**src/rtl/keypad_pkg.sv**
```systemverilog
// Shared key codes, keypad map, entry FSM encoding and default timing for
// the keypad operator-entry front end.
package keypad_pkg;

   localparam int unsigned SCAN_DIV_DEF       = 100_000;
   localparam int unsigned DEBOUNCE_SCANS_DEF = 20;
   localparam int unsigned ACK_HOLD_DEF       = 1_000_000;
   localparam int unsigned ACK_GAP_DEF        = 3_000_000;
   localparam int unsigned MAX_VAL_DEF        = 9999;

   localparam logic [4:0] KEY_0     = 5'd0;
   localparam logic [4:0] KEY_1     = 5'd1;
   localparam logic [4:0] KEY_2     = 5'd2;
   localparam logic [4:0] KEY_3     = 5'd3;
   localparam logic [4:0] KEY_4     = 5'd4;
   localparam logic [4:0] KEY_5     = 5'd5;
   localparam logic [4:0] KEY_6     = 5'd6;
   localparam logic [4:0] KEY_7     = 5'd7;
   localparam logic [4:0] KEY_8     = 5'd8;
   localparam logic [4:0] KEY_9     = 5'd9;
   localparam logic [4:0] KEY_A     = 5'd10;
   localparam logic [4:0] KEY_B     = 5'd11;
   localparam logic [4:0] KEY_C     = 5'd12;
   localparam logic [4:0] KEY_D     = 5'd13;
   localparam logic [4:0] KEY_STAR  = 5'd14;
   localparam logic [4:0] KEY_HASH  = 5'd15;
   localparam logic [4:0] KEY_NONE  = 5'd16;
   localparam logic [4:0] KEY_GHOST = 5'd17;

   typedef enum logic [1:0] {
      ST_IDLE   = 2'd0,
      ST_ACK_HI = 2'd1,
      ST_GAP    = 2'd2
   } entry_state_e;

   // Physical (row, col) position to key code.
   function automatic logic [4:0] key_map(input logic [1:0] row, input logic [1:0] col);
      logic [4:0] code;
      case ({row, col})
         4'h0:    code = KEY_1;
         4'h1:    code = KEY_2;
         4'h2:    code = KEY_3;
         4'h3:    code = KEY_A;
         4'h4:    code = KEY_4;
         4'h5:    code = KEY_5;
         4'h6:    code = KEY_6;
         4'h7:    code = KEY_B;
         4'h8:    code = KEY_7;
         4'h9:    code = KEY_8;
         4'hA:    code = KEY_9;
         4'hB:    code = KEY_C;
         4'hC:    code = KEY_STAR;
         4'hD:    code = KEY_0;
         4'hE:    code = KEY_HASH;
         default: code = KEY_D;
      endcase
      return code;
   endfunction

   // Four BCD nibbles to binary; at most 9999, so 14 bits suffice.
   function automatic logic [13:0] bcd_to_bin(input logic [15:0] bcd);
      return 14'(bcd[15:12]) * 14'd1000 + 14'(bcd[11:8]) * 14'd100
           + 14'(bcd[7:4]) * 14'd10 + 14'(bcd[3:0]);
   endfunction

endpackage

```
**src/rtl/keypad_scan.sv**
```systemverilog
// Matrix keypad scanner: rotates the column drive, synchronises the rows,
// decodes one code per full frame and debounces press/release into a
// single-cycle key event.
module keypad_scan
   import keypad_pkg::*;
#(
   parameter int unsigned SCAN_DIV       = SCAN_DIV_DEF,
   parameter int unsigned DEBOUNCE_SCANS = DEBOUNCE_SCANS_DEF
) (
   input  logic       sys_clk,
   input  logic       sys_rst_n,
   input  logic [3:0] key_row,
   output logic [3:0] key_col,
   output logic       key_evt,
   output logic [4:0] key_code
);

   localparam int unsigned DIV_W = (SCAN_DIV > 1) ? $clog2(SCAN_DIV) : 1;
   localparam int unsigned DB_W  = (DEBOUNCE_SCANS > 1) ? $clog2(DEBOUNCE_SCANS) : 1;
   localparam logic [DIV_W-1:0] DIV_RELOAD = DIV_W'(SCAN_DIV - 1);
   localparam logic [DB_W-1:0]  DB_RELOAD  = DB_W'(DEBOUNCE_SCANS - 1);

   logic [3:0]       row_meta_q, row_sync_q;
   logic [DIV_W-1:0] div_q, div_d;
   logic [1:0]       col_q, col_d;
   logic [1:0]       fhits_q, fhits_d;
   logic [4:0]       fcode_q, fcode_d;
   logic [4:0]       prev_q, prev_d;
   logic [DB_W-1:0]  run_q, run_d;
   logic             armed_q, armed_d;
   logic             evt_q, evt_d;
   logic [4:0]       code_q, code_d;

   logic [1:0] slot_hits, base_hits, merged_hits;
   logic [2:0] sum_hits;
   logic [4:0] slot_code, base_code, merged_code, frame_res, frame_eff;
   logic       slot_end, frame_done;

   // Two-flop synchroniser for the asynchronous row inputs
   always_ff @(posedge sys_clk) begin
      if (!sys_rst_n) begin
         row_meta_q <= 4'hF;
         row_sync_q <= 4'hF;
      end else begin
         row_meta_q <= key_row;
         row_sync_q <= row_meta_q;
      end
   end

   // Count and identify keys pulled low in the currently driven column
   always_comb begin
      slot_hits = 2'd0;
      slot_code = KEY_NONE;
      for (int r = 0; r < 4; r++) begin
         if (!row_sync_q[r]) begin
            if (slot_hits != 2'd2) slot_hits = slot_hits + 2'd1;
            slot_code = key_map(2'(r), col_q);
         end
      end
   end

   // Slot timer, column rotation and per-frame accumulation (hits saturate at 2)
   always_comb begin
      slot_end    = (div_q == '0);
      frame_done  = slot_end && (col_q == 2'd3);
      div_d       = slot_end ? DIV_RELOAD : div_q - DIV_W'(1);
      col_d       = slot_end ? col_q + 2'd1 : col_q;
      base_hits   = (col_q == 2'd0) ? 2'd0 : fhits_q;
      base_code   = (col_q == 2'd0) ? KEY_NONE : fcode_q;
      sum_hits    = {1'b0, base_hits} + {1'b0, slot_hits};
      merged_hits = (sum_hits >= 3'd2) ? 2'd2 : sum_hits[1:0];
      merged_code = (slot_hits != 2'd0) ? slot_code : base_code;
      fhits_d     = slot_end ? merged_hits : fhits_q;
      fcode_d     = slot_end ? merged_code : fcode_q;
      case (merged_hits)
         2'd0:    frame_res = KEY_NONE;
         2'd1:    frame_res = merged_code;
         default: frame_res = KEY_GHOST;
      endcase
      frame_eff = (frame_res == KEY_GHOST) ? KEY_NONE : frame_res;
   end

   // Debounce: a code must repeat for DEBOUNCE_SCANS frames; one press per arm
   always_comb begin
      prev_d  = prev_q;
      run_d   = run_q;
      armed_d = armed_q;
      evt_d   = 1'b0;
      code_d  = code_q;
      if (frame_done) begin
         prev_d = frame_eff;
         if (frame_eff != prev_q)  run_d = DB_RELOAD;
         else if (run_q != '0)     run_d = run_q - DB_W'(1);
         if (run_d == '0) begin
            if (armed_q && (frame_eff != KEY_NONE)) begin
               evt_d   = 1'b1;
               code_d  = frame_eff;
               armed_d = 1'b0;
            end else if (!armed_q && (frame_eff == KEY_NONE)) begin
               armed_d = 1'b1;
            end
         end
      end
   end

   // Scanner and debounce state registers
   always_ff @(posedge sys_clk) begin
      if (!sys_rst_n) begin
         div_q   <= DIV_RELOAD;
         col_q   <= 2'd0;
         fhits_q <= 2'd0;
         fcode_q <= KEY_NONE;
         prev_q  <= KEY_NONE;
         run_q   <= '0;
         armed_q <= 1'b1;
         evt_q   <= 1'b0;
         code_q  <= KEY_NONE;
      end else begin
         div_q   <= div_d;
         col_q   <= col_d;
         fhits_q <= fhits_d;
         fcode_q <= fcode_d;
         prev_q  <= prev_d;
         run_q   <= run_d;
         armed_q <= armed_d;
         evt_q   <= evt_d;
         code_q  <= code_d;
      end
   end

   assign key_col  = ~(4'b0001 << col_q);
   assign key_evt  = evt_q;
   assign key_code = code_q;

endmodule

```
**src/rtl/keypad_entry.sv**
```systemverilog
// Keypad entry front end: collects up to four BCD digits from debounced key
// events, presents the binary value on temp_data and hands it over with an
// ack level followed by a key-discard gap.
//
// state     | meaning
// ST_IDLE   | accepting keys, waiting for confirm
// ST_ACK_HI | ack high, value frozen for the controller
// ST_GAP    | ack low, keys discarded while the controller releases
module keypad_entry
   import keypad_pkg::*;
#(
   parameter int unsigned SCAN_DIV       = SCAN_DIV_DEF,
   parameter int unsigned DEBOUNCE_SCANS = DEBOUNCE_SCANS_DEF,
   parameter int unsigned ACK_HOLD       = ACK_HOLD_DEF,
   parameter int unsigned ACK_GAP        = ACK_GAP_DEF,
   parameter int unsigned MAX_VAL        = MAX_VAL_DEF
) (
   input  logic        sys_clk,
   input  logic        sys_rst_n,
   input  logic [3:0]  key_row,
   output logic [3:0]  key_col,
   output logic [13:0] temp_data,
   output logic        ack,
   output logic [2:0]  digit_cnt,
   output logic        entry_err
);

   localparam int unsigned T_MAX = (ACK_HOLD > ACK_GAP) ? ACK_HOLD : ACK_GAP;
   localparam int unsigned T_W   = (T_MAX > 1) ? $clog2(T_MAX) : 1;
   localparam logic [T_W-1:0] HOLD_RELOAD = T_W'(ACK_HOLD - 1);
   localparam logic [T_W-1:0] GAP_RELOAD  = T_W'(ACK_GAP - 1);

   logic         key_evt;
   logic [4:0]   key_code;

   entry_state_e state_q, state_d;
   logic [T_W-1:0] timer_q, timer_d;

   logic [15:0]  digits_q, digits_d;
   logic [2:0]   cnt_q, cnt_d;
   logic         err_q, err_d;
   logic [13:0]  value_q, value_d;
   logic [13:0]  cur_bin;
   logic [16:0]  cand_bin;

   logic         is_confirm, evt_live, ack_done;

   keypad_scan #(
      .SCAN_DIV       (SCAN_DIV),
      .DEBOUNCE_SCANS (DEBOUNCE_SCANS)
   ) u_scan (
      .sys_clk   (sys_clk),
      .sys_rst_n (sys_rst_n),
      .key_row   (key_row),
      .key_col   (key_col),
      .key_evt   (key_evt),
      .key_code  (key_code)
   );

   assign is_confirm = key_evt && (key_code == KEY_HASH);

   // Entry FSM state and hold/gap timer registers
   always_ff @(posedge sys_clk) begin
      if (!sys_rst_n) begin
         state_q <= ST_IDLE;
         timer_q <= '0;
      end else begin
         state_q <= state_d;
         timer_q <= timer_d;
      end
   end

   // Next state: confirm with digits starts the handshake, timers end each phase
   always_comb begin
      state_d = state_q;
      timer_d = timer_q;
      case (state_q)
         ST_IDLE: begin
            if (is_confirm && (cnt_q != 3'd0)) begin
               state_d = ST_ACK_HI;
               timer_d = HOLD_RELOAD;
            end
         end
         ST_ACK_HI: begin
            if (timer_q == '0) begin
               state_d = ST_GAP;
               timer_d = GAP_RELOAD;
            end else begin
               timer_d = timer_q - T_W'(1);
            end
         end
         ST_GAP: begin
            if (timer_q == '0) state_d = ST_IDLE;
            else               timer_d = timer_q - T_W'(1);
         end
         default: state_d = ST_IDLE;
      endcase
   end

   // FSM outputs: ack level, key acceptance window and end-of-hold strobe
   always_comb begin
      ack      = (state_q == ST_ACK_HI);
      evt_live = key_evt && (state_q == ST_IDLE);
      ack_done = (state_q == ST_ACK_HI) && (timer_q == '0);
   end

   // Digit editing; keys outside IDLE are dropped without flagging an error
   always_comb begin
      digits_d = digits_q;
      cnt_d    = cnt_q;
      err_d    = err_q;
      cur_bin  = bcd_to_bin(digits_q);
      cand_bin = 17'(cur_bin) * 17'd10 + 17'(key_code[3:0]);
      value_d  = cur_bin;
      if (ack_done) begin
         digits_d = '0;
         cnt_d    = 3'd0;
         value_d  = '0;
      end else if (evt_live) begin
         if (key_code <= KEY_9) begin
            if ((cnt_q < 3'd4) && (cand_bin <= 17'(MAX_VAL))) begin
               digits_d = {digits_q[11:0], key_code[3:0]};
               cnt_d    = cnt_q + 3'd1;
               err_d    = 1'b0;
            end else begin
               err_d = 1'b1;
            end
         end else begin
            case (key_code)
               KEY_B: begin
                  if (cnt_q == 3'd0) begin
                     err_d = 1'b1;
                  end else begin
                     digits_d = {4'h0, digits_q[15:4]};
                     cnt_d    = cnt_q - 3'd1;
                     err_d    = 1'b0;
                  end
               end
               KEY_STAR: begin
                  digits_d = '0;
                  cnt_d    = 3'd0;
                  err_d    = 1'b0;
               end
               KEY_HASH: err_d = (cnt_q == 3'd0);
               default:  ;
            endcase
         end
      end
   end

   // Entry datapath registers; temp_data follows the digits by one cycle
   always_ff @(posedge sys_clk) begin
      if (!sys_rst_n) begin
         digits_q <= '0;
         cnt_q    <= 3'd0;
         err_q    <= 1'b0;
         value_q  <= '0;
      end else begin
         digits_q <= digits_d;
         cnt_q    <= cnt_d;
         err_q    <= err_d;
         value_q  <= value_d;
      end
   end

   assign temp_data = value_q;
   assign digit_cnt = cnt_q;
   assign entry_err = err_q;

endmodule

```
**config.mk**
```make
export PLATFORM = sky130hd
export DESIGN_NAME = keypad_entry
export DESIGN_NICKNAME = d
export VERILOG_FILES = /design/src/rtl/keypad_pkg.sv /design/src/rtl/keypad_scan.sv /design/src/rtl/keypad_entry.sv
export SDC_FILE = /design/constraint.sdc
export NUM_CORES = 1
export LEC_CHECK = 0
export ABC_CLOCK_PERIOD_IN_PS = 7500
export BUFFER_PORTS_ARGS = -buffer_cell sky130_fd_sc_hd__buf_2
export CAP_MARGIN = 20
export CORE_MARGIN = 3
export CORE_UTILIZATION = 64
export DETAILED_ROUTE_END_ITERATION = 16
export GPL_ROUTABILITY_DRIVEN = 0
export PLACE_DENSITY = 0.86
export REMOVE_ABC_BUFFERS = 1
export SETUP_SLACK_MARGIN = 0.15
export SYNTH_ARGS = -nofsm -noshare
export SYNTH_HDL_FRONTEND = slang
export SYNTH_HIERARCHICAL = 1
export SYNTH_SLANG_ARGS = --single-unit
```
**constraint.sdc**
```tcl
create_clock -name sys_clk -period 7.5 [get_ports sys_clk]
set_input_delay 1.125 -clock sys_clk [delete_from_list [all_inputs] [get_ports sys_clk]]
set_output_delay 1.125 -clock sys_clk [all_outputs]
set_load 0.03 [all_outputs]
```
==> results.cfg <==
[place]
place_inst = 1123
dp_slack_ns = 0.292
hpwl_um = 12900
io_buffers = 28
postPlaceCellArea_sq_um = 8470

[floorplanning]
die_w_um = 120
initial_utilization = 0.670
core_area_sq_um = 12300
dieArea_sq_um = 14300
die_height_um = 120
row_count = 40
ioPinCount = 29

[synthesis]
ys.flop_type = dfxtp_1
synthCells = 953
async_reset_ff_frac = 0
synth.distinct_cells = 87
synthTopCellsByArea = dfxtp_1, ha_1, fa_1
synth_largest_area_cell = dfxtp_1
netlist_area_sq_um = 8250
yosys_register_bits = 109
synth_edf_count = 0
yosysSeqAreaShare = 0.265
synth_area_per_cell_sq_um = 8.65
ys_warn_count = 6
yosysTopAreaCellShare = 0.265

[cells_and_area]
drive_gt1_frac = 0.105
stdcell_count = 1140
antenna_cells = 0
nets = 1092
finalInstanceArea_sq_um = 8880
mostFrequentLayoutCell = dfxtp_1
regArea_sq_um = 2180
layout_common_cells = dfxtp_1, ha_1, inv_1
fillers = 947
multi_input_area_sq_um = 5690
syn_to_final_growth_pct = 7.65

[sta]
fmax_ghz = 0.140
min_period_over_period = 0.953
fin_crit_ns = 7.15
tns_ns = 0
maxSlewViolCount = 0
clock_skew_ns = 0.00541
whs_ns = 0.424
worst-slew-pin-transition_ns = 0.821
rsz0062_at_grt = false
worst_slack_ns = 0.349
max_slew_margin = 0.447
hold_violations = 0
setup_viol = 0

[outcome]
status = finished, final reports clean

[global_routing]
grt_pass1_wl_um = 30200
antenna_found_initial = 1
grt_overflow = 0
grt_util_all_layers = 0.252
grt_max_degree = 47
grt_pass1_vias = 6645

[power_and_ir_drop]
p_clk_frac = 0.454
p_int_uw = 903
p_leak_uw = 0.00396
combPwrFrac = 0.045
switching_power_uw = 265
p_sw_frac = 0.227
ir_drop_v = 0.000138
pwr-share-seq = 0.501
power_per_cell_area_nw_per_um2 = 132

[clocking]
cts_sinks = 109
cts_tree = yes
cts_buffers = 9
cts_buffer_depth = 2
post-cts-setup-buffers = 0
ctsHoldBuffers = 0
clkTransAtPathRegs_ns = 0.07
cts_root_buffer = clkbuf_16
insertion_delay_ns = 0.36
cts_max_level = 3

[route]
vias = 7003
routed_wl_um = 18500
drt-pass1-iter-count = 5
drtIter0Drc = 436
drt.antenna.violating_nets = 0
routedWlPerCell_um = 16.3
post_drt_via_cell_ratio = 6.14
drc = 0

[job]
cap_viol_max_count = 0

[worst_hold_path]
hp-class = reg2reg

[setup_path]
critPathRequiredTime_ns = 7.75
criticalPathCategory = reg2reg
start_kind = flop
worst-path-max-fanout = 19
crit_arrival_ns = 7.40
crit_path_end_kind = flop
Yosys cell counts (8+ instances only):
library cell and n:
xnor2_1 37, a21o_1 10, or3_1 16, nor2b_1 11, a211oi_1 16, nand2_1 74
a22oi_1 12, a21oi_1 56, o21a_1 8, nand2b_1 19, and3_1 16, dfxtp_1 109
clkbuf_1 15, mux2i_1 14, nand3_1 28, a31oi_1 12, fa_1 20, xor2_1 13
and2_1 11, o21ai_0 44, ha_1 99, o21bai_1 9, nor3_1 23, nor2_1 61
inv_1 77
worst max-delay path, stage by stage, from the launching register on:
cell       delay (ns)
dfxtp_1          0.51
ha_1             0.30
ha_1             0.23
inv_1            0.07
fa_1             0.42
fa_1             0.51
inv_1            0.05
ha_1             0.29
ha_1             0.35
a21oi_1          0.27
o21bai_1         0.13
a21oi_1          0.27
o21bai_1         0.13
a21oi_2          0.25
xnor2_2          0.18
ha_1             0.28
ha_1             0.43
nand4_1          0.14
a2111oi_1        0.45
nand2b_1         0.23
a211o_1          0.24
o211a_1          0.21
o22ai_1          0.11
o21ai_2          0.27
o211ai_4         0.18
nand2_8          0.20
mux2_1           0.33
kinds of logic after synthesis:
logic type               Yosys count  synth area share
AND/OR/NAND/NOR                  317             0.211
AO/OA/AOI/OAI                    231             0.192
adder cells (fa/ha/maj)          119             0.199
flip-flops                       109             0.265
buffers and inverters            107            0.0534
XOR/XNOR                          52            0.0578
multiplexers                      18            0.0225
cell type report:
| cell class | count | share of cell area |
|---|---|---|
| multi-input combinational | 738 | 0.641 |
| sequential | 109 | 0.246 |
| inverter | 77 | 0.0326 |
| clock buffer | 10 | 0.0269 |
| tap | 168 | 0.0237 |
| timing repair buffer | 32 | 0.0192 |
| clock inverter | 6 | 0.0106 |
what timing repair did:
action | 4_1_cts | 5_1_grt
resized for setup | 0 | 13
setup endpoints to repair | 0 | 20
hold endpoints to repair | 0 | 0
per-layer routing:
| metal | wire, um | vias to the layer above | part of all wire | GRT usage |
|---|---|---|---|---|
| li1 | - | 3438 | - | - |
| met1 | 8180 | 3326 | 0.44 | 0.326 |
| met2 | 9130 | 198 | 0.49 | 0.438 |
| met3 | 846 | 39 | 0.046 | 0.0353 |
| met4 | 380 | 2 | 0.020 | 0.0802 |
| met5 | 13 | - | 0.00070 | 0 |
final timing paths:
path / from / end / slack [ns] / depth (start not counted)
setup / recovery: digits_q[7] / digits_q[0] / 0.35 / 26
hold / removal: u_scan/row_meta_q[1] / u_scan/row_sync_q[1] / 0.42 / 1
hold reg to reg: u_scan/row_meta_q[1] / u_scan/row_sync_q[1] / 0.42 / 1
setup reg to reg: digits_q[7] / digits_q[0] / 0.35 / 26
stage by stage:
step                total power, uW   util
finish                         1170  0.721
global route                   1200  0.721
CTS                            1170  0.715
detailed placement              651  0.688
global placement                650  0.688
floorplan                       635      -
power groups by stage:
| stage | logic [uW] | clock network [uW] | registers, uW |
|---|---|---|---|
| floorplan | 36.5 | 0 | 598 |
| global placement | 50.6 | 0 | 599 |
| detailed placement | 51.8 | 0 | 599 |
| CTS | 51.8 | 536 | 586 |
| global route | 57.7 | 557 | 586 |
| finish | 52.3 | 530 | 586 |
registers in the layout, indices dropped and copies added (netlist names):
signal	cells
entry_err	1
state_q	2
digits_q	16
u_scan/prev_q	5
u_scan/row_meta_q	4
u_scan/key_evt	1
u_scan/div_q	17
u_scan/run_q	5
u_scan/fhits_q	2
u_scan/col_q	2
u_scan/key_code	5
u_scan/armed_q	1
u_scan/row_sync_q	4
digit_cnt	3
temp_data	14
timer_q	22
u_scan/fcode_q	5
Power figures use the tool's default switching activity.
